### src/rtl/tick_counter.sv
// tick_counter: up/down event counter stepped by an internal clock-enable prescaler.
// Build option: define TICK_COUNTER_SATURATE_EN to saturate at the range ends instead of wrapping.
module tick_counter #(
  parameter int unsigned CLK_HZ  = 12000000,
  parameter int unsigned TICK_HZ = 1,
  parameter int unsigned WIDTH   = 4
) (
  input  logic             clk,
  input  logic             reset_n,
  input  logic             enable,
  input  logic             up_down,
  input  logic             clear,
  input  logic             load,
  input  logic [WIDTH-1:0] load_value,
  output logic [WIDTH-1:0] count,
  output logic             tick,
  output logic             wrap,
  output logic             at_zero,
  output logic             at_max
);

  localparam int unsigned         Div      = CLK_HZ / TICK_HZ;
  localparam int unsigned         PreWidth = (Div > 1) ? $clog2(Div) : 1;
  localparam logic [PreWidth-1:0] PreLast  = PreWidth'(Div - 1);
  localparam logic [WIDTH-1:0]    CountMax = {WIDTH{1'b1}};

  if (Div < 2) begin : g_bad_div
    $error("tick_counter: CLK_HZ / TICK_HZ must be at least 2");
  end

  if (WIDTH < 1 || WIDTH > 32) begin : g_bad_width
    $error("tick_counter: WIDTH must be in 1..32");
  end

  // Two-flop synchronisers for the asynchronous board pins, packed {clear, up_down, enable}.
  logic [2:0] sync_meta_q;
  logic [2:0] sync_q;
  logic       enable_s;
  logic       up_down_s;
  logic       clear_s;

  always_ff @(posedge clk or negedge reset_n) begin
    if (!reset_n) begin
      sync_meta_q <= '0;
      sync_q      <= '0;
    end else begin
      sync_meta_q <= {clear, up_down, enable};
      sync_q      <= sync_meta_q;
    end
  end

  assign {clear_s, up_down_s, enable_s} = sync_q;

  // Prescaler: free-running 0..Div-1, only clear_s restarts it.
  logic [PreWidth-1:0] p_q;
  logic [PreWidth-1:0] p_d;
  logic                tick_q;
  logic                tick_d;

  always_comb begin
    p_d    = (p_q == PreLast) ? '0 : p_q + PreWidth'(1);
    tick_d = (p_q == PreLast);
    if (clear_s) begin
      p_d    = '0;
      tick_d = 1'b0;
    end
  end

  // Count datapath.
  logic [WIDTH-1:0] count_q;
  logic [WIDTH-1:0] count_d;
  logic [WIDTH-1:0] step_val;
  logic             step_edge;

  assign step_val  = up_down_s ? count_q + WIDTH'(1) : count_q - WIDTH'(1);
  // Set when the pending step would leave the representable range.
  assign step_edge = up_down_s ? (count_q == CountMax) : (count_q == '0);

`ifndef TICK_COUNTER_SATURATE_EN
  logic wrap_q;
  logic wrap_d;
`endif

  always_comb begin
    count_d = count_q;
`ifndef TICK_COUNTER_SATURATE_EN
    wrap_d  = 1'b0;
`endif
    if (clear_s) begin
      count_d = '0;
    end else if (load) begin
      count_d = load_value;
    end else if (tick_q && enable_s) begin
`ifdef TICK_COUNTER_SATURATE_EN
      if (!step_edge) begin
        count_d = step_val;
      end
`else
      count_d = step_val;
      wrap_d  = step_edge;
`endif
    end
  end

  always_ff @(posedge clk or negedge reset_n) begin
    if (!reset_n) begin
      p_q     <= '0;
      tick_q  <= 1'b0;
      count_q <= '0;
    end else begin
      p_q     <= p_d;
      tick_q  <= tick_d;
      count_q <= count_d;
    end
  end

`ifdef TICK_COUNTER_SATURATE_EN
  assign wrap = 1'b0;
`else
  always_ff @(posedge clk or negedge reset_n) begin
    if (!reset_n) begin
      wrap_q <= 1'b0;
    end else begin
      wrap_q <= wrap_d;
    end
  end

  assign wrap = wrap_q;
`endif

  assign count   = count_q;
  assign tick    = tick_q;
  assign at_zero = (count_q == '0);
  assign at_max  = (count_q == CountMax);

endmodule

### config.mk
export PLATFORM = sky130hd
export DESIGN_NAME = tick_counter
export DESIGN_NICKNAME = d
export VERILOG_FILES = /design/src/rtl/tick_counter.sv
export SDC_FILE = /design/constraint.sdc
export NUM_CORES = 1
export LEC_CHECK = 0
export CAP_MARGIN = 10
export CORE_UTILIZATION = 33
export DETAILED_ROUTE_END_ITERATION = 12
export DONT_BUFFER_PORTS = 1
export SYNTH_ARGS = -nofsm -noshare
export SYNTH_HDL_FRONTEND = slang
export SYNTH_SLANG_ARGS = --single-unit
export TNS_END_PERCENT = 20
### constraint.sdc
create_clock -name clk -period 2.68 [get_ports clk]
set_input_delay 0.268 -clock clk [delete_from_list [all_inputs] [get_ports clk]]
set_output_delay 0.268 -clock clk [all_outputs]
set_load 0.01 [all_outputs]
**Word-level counts from Yosys, hierarchy flattened**

Index checks and enable logic that the tools add are counted.

- Bits in registers: 36
- Latch bits: 0
- RAM bits: 0
- ROM bits: 0
- Input bits: 10
- Output and inout port bits: 8
- Logic and storage cells: 25
- Memories kept: 0

- Add/sub/neg operators: 3
- Multipliers: 0
- Div/mod/pow operators: 0
- Magnitude comparators: 0
- Eq/ne operators: 2
- Shift-type cells: 0
- Multiplexer cells: 11
- Bitwise logic cells: 0
- Reductions and logical operators: 3

Operator list:

| cell | number |
|---|---|
| $mux 24 | 2 |
| $add 24x1->24 const B | 1 |
| $eq 24x24->1 const B | 1 |
| $mux 4 | 4 |
| $mux 1 | 5 |
| $add 4x1->4 const B | 1 |
| $eq 4x4->1 const B | 1 |
| $logic_not 4->1 | 1 |
| $sub 4x1->4 const B | 1 |
| $reduce_bool 3->1 | 1 |
| $logic_and 1x1->1 | 1 |

**Depth between registers and ports, before layout**

- Word-level depth: 5
- Gate-level depth with buffers: 6

**Worst setup path before layout**

No wires, ideal clock.

- Path type: register -> register
- Start point: reg p_q[0]
- End point: reg p_q[22]
- Arrival: 1.947 ns
- Required time: 2.555 ns
- Setup slack: 0.609 ns
- Cell stages (with the launch flop): 7
- Buffers on the path: 1
- Clock period less this slack: 2.071 ns
- Cells stage by stage: dfrtp_1 ha_1 nand2_1 or4_4 buf_6 nor4_1 mux2_2

- Cells in the longest elaborated chain, start to end: 3

RTL lines:

| what | line | text |
|---|---|---|
| from (decl) | 55 | `logic [PreWidth-1:0] p_q;` |
| from (signal assigned) | 111 | `p_q <= p_d;` |
| $add 24x1->24 or $eq 24x24->1 (tied branches) | 61 | `p_d = (p_q == PreLast) ? '0 : p_q + PreWidth'(1);` |
| $mux 24 (*) | 61 |  |
| $mux 24 (*) | 63 | `if (clear_s) begin` |
| net p_d[22] | 56 | `logic [PreWidth-1:0] p_d;` |

Mark *: on every way through the listed nets, which the timed path passes. The rest lies on a longest branch.
A chain may end at the register's enable or synchronous reset.

**Worst setup path after layout**

- Start point: reg p_q[19]
- End point: reg p_q[21]

The elaborated chain is that of the path after synthesis.

==> summary.md <==
| Metric | Value |
|---|---|
| Status | complete, no violations |
| Synth cell types | 43 |
| Layout fillers | 516 |
| Initial antenna violation count | 0 |
| Vias post-DR | 1315 |
| Share of cells above drive strength 1 | 0.134 |
| Synth Instances | 178 |
| Pin count of the biggest net entering global routing | 37 |
| Placement Setup Slack | 0.374 ns |
| Vias in the first global route | 1352 |
| Final Hold Fails | 0 |
| Top FF cell, synth | dfrtp_1 |
| Commonest non-fill, non-tap cell in the layout | dfrtp_1 |
| H-tree depth | 2 |
| Layout area overhead | 15.7% |
| Synth Net Count | 192 |
| Met1 Track Usage GR | 0.173 |
| Met2 usage | 0.225 |
| Register area share after synthesis | 0.498 |
| Antenna cells | 0 |
| Post-CTS Resized | 0 |
| Root Driver | clkbuf_8 |
| Hold Crit Class | in2reg |
| Largest cells by area after synthesis | dfrtp_1, a21oi_1, xnor2_1 |
| Clock slew at reported path FFs | 0.08 ns |
| Number of buffers created by CTS | 5 |
| Clk Latency, worst-skew pair | 0.29 ns |
| Top-area cell type share of the netlist area | 0.498 |
| Crit path time final | 2.34 ns |
| Nets | 199 |
| CP required | 2.85 ns |
| GRT overflow | 0 |
| Multiplexer share of the synthesized area | 0.0235 |
| Slowest stage delay, CP | 0.67 ns |
| Chip width | 76.0 um |
| CTS Buffer Depth | 2 |
| Tcrit/Tclk final | 0.873 |
| GRT Util Overall | 0.136 |
| Synth Cell Area | 1810 um2 |
| First-pass GRT wire length | 6.33 mm |
| Via-per-instance ratio | 5.14 |
| Largest family of logic cells by synthesized area | simple AND/OR/NAND/NOR gates |
| Warning count from the yosys run | 0 |
| CP max stage cell | or4b_2 |
| Critical Path AT | 2.51 ns |
| Final Skew | 0.00757 ns |
| CP endpoint kind | register |
| Full die area | 5780 um2 |
| # hold bufs at CTS | 5 |
| Std cell rows | 26 |
| Grt peak-use layer | met2 |
| Die height | 76.0 um |
| 1st-iter DRT viols | 69 |
| Starting Density | 0.347 |
| Synth Area in XOR/XNOR | 0.0436 |
| #FFs+latches synth | 36 |
| Post CTS Setup Buffer Count | 0 |
| Pwr dens | 619 nW/um2 |
| CTS Sinks | 36 |
| Unrepaired setup endpoints after global routing | false |
| CTS tree | built |
| Total wire length | 3.52 mm |
| Port bufs | 0 |
| Setup_tns | 0 ns |
| Max VDD drop | 0.334 mV |
| Post-synth EDFFs | 0 |
| Setup ws final | 0.340 ns |
| Routed Antenna Nets | 0 |
| Crit Path Class | reg2reg |
| Final setup viols | 0 |
| Worst-margin pin slew | 0.615 ns |
| Worst slew margin | 0.586 |
| Met3 Use GR | 0.0323 |
| # DRC | 0 |
| Detailed Routing Iterations Pass 1 | 4 |
| Crit Path Max Fanout | 8 |
| Most frequent cells in the layout | dfrtp_1, nor2_1, a21oi_1, nand2_1, nand3_1 |
| Power Total | 1.30 mW |
| Util after Layout | 0.402 |
| Cells along the critical path | or4b_2, nor4_1, a21o_1, buf_4, a21oi_1 |
| Max_cap viols | 0 |
| Avg Cell Area, Syn | 10.2 um2 |
| Wirelength per Cell | 13.7 um |
| Leakage | 0.808 nW |
| WHS | 0.0522 ns |
| Adder-Cell Fraction of Synth Area | 0.0318 |
| Compound-Gate Fraction of Synth Area | 0.121 |
| Core ar. | 5200 um2 |
| Post-DP HPWL | 2.30 mm |
| Worst setup SP type | register |
| Simple-gate share of the synthesized area | 0.248 |
| Async S/R FF share, synth | 1.00 |
| Largest area contributor in the netlist | dfrtp_1 |
| Final Slew Violations | 0 |
| GPL Wtd Cong | 0.770 |
| I/O pin count | 18 |
| Fmax | 0.427 GHz |
## power breakdown
group | switching, mW | total [mW] | internal, mW | leakage, nW
Combinational | 0.0318 | 0.0567 | 0.0249 | 0.246
Sequential | 0.0180 | 0.573 | 0.555 | 0.484
Clock | 0.200 | 0.666 | 0.465 | 0.0784
## cell usage after synthesis (2+ instances only)
cell	number
nand2b_1	3
o21ai_0	7
ha_1	3
or3_1	2
inv_1	6
xnor2_1	7
a21o_1	2
mux2i_1	2
nand4_1	3
xor2_1	2
nor2b_1	2
nand3_1	9
nor3_1	3
nor4_1	4
or4_1	5
nand2_1	12
dfrtp_1	36
a21oi_1	15
clkbuf_1	3
or4_4	3
mux2_2	2
nor2_1	16
buf_2	3
or3_2	4
o31ai_1	6
## state kept, by name, indices dropped and copies added (netlist names)
register     flops
wrap             1
tick             1
sync_q           3
count            4
p_q             24
sync_meta_q      3
## final timing paths
| check | start | endpoint | slack, ns | cells after the start |
|---|---|---|---|---|
| max | p_q[19]$_DFF_PN0_ | p_q[21]$_DFF_PN0_ | 0.34 | 5 |
| min | load | wrap$_DFF_PN0_ | 0.05 | 1 |
| max reg2reg | p_q[19]$_DFF_PN0_ | p_q[21]$_DFF_PN0_ | 0.34 | 5 |
| min reg2reg | sync_meta_q[2]$_DFF_PN0_ | sync_q[2]$_DFF_PN0_ | 0.35 | 0 |
| max in group asynchronous | reset_n | p_q[2]$_DFF_PN0_ | 2.05 | 2 |
| min in group asynchronous | reset_n | p_q[13]$_DFF_PN0_ | 0.43 | 2 |
## layout make-up
class	instances	area, um2	share of cell area
flip-flops and latches	36	901	0.431
multi-input cells	129	847	0.405
clock inverters	3	90.1	0.0431
well taps	70	87.6	0.0419
repair buffers	7	75.1	0.0359
clock buffers	5	68.8	0.0329
inverters	6	22.5	0.0108
## critical path, delay by kind of cell (launching register included)
| family | cells | cell delay, ns |
|---|---|---|
| buffers and inverters | 1 | 0.22 |
| and+or+nand+nor | 2 | 1.18 |
| AOI/OAI and AO/OA | 2 | 0.41 |
| DFF | 1 | 0.41 |
## per-layer routing
| layer | part of all wire | routed length [um] |
|---|---|---|
| met3 | 0.026 | 90 |
| met5 | 0 | 0 |
| met4 | 0.016 | 55 |
| met2 | 0.47 | 1660 |
| met1 | 0.49 | 1710 |
## cells by family after synthesis
logic type / count (synthesis)
simple gates: 76
compound gates: 36
flops: 36
buf+inv: 13
xor+xnor: 9
mux: 4
fa+ha+maj: 4
## stage by stage
| stage | cells | area [um2] |
|---|---|---|
| after floorplan | 178 | 1810 |
| after global placement | 243 | 1870 |
| after detailed placement | 243 | 1870 |
| after CTS | 256 | 2090 |
| after global routing | 256 | 2090 |
| final | 256 | 2090 |
Note: power is estimated with default switching activity, not from simulation.
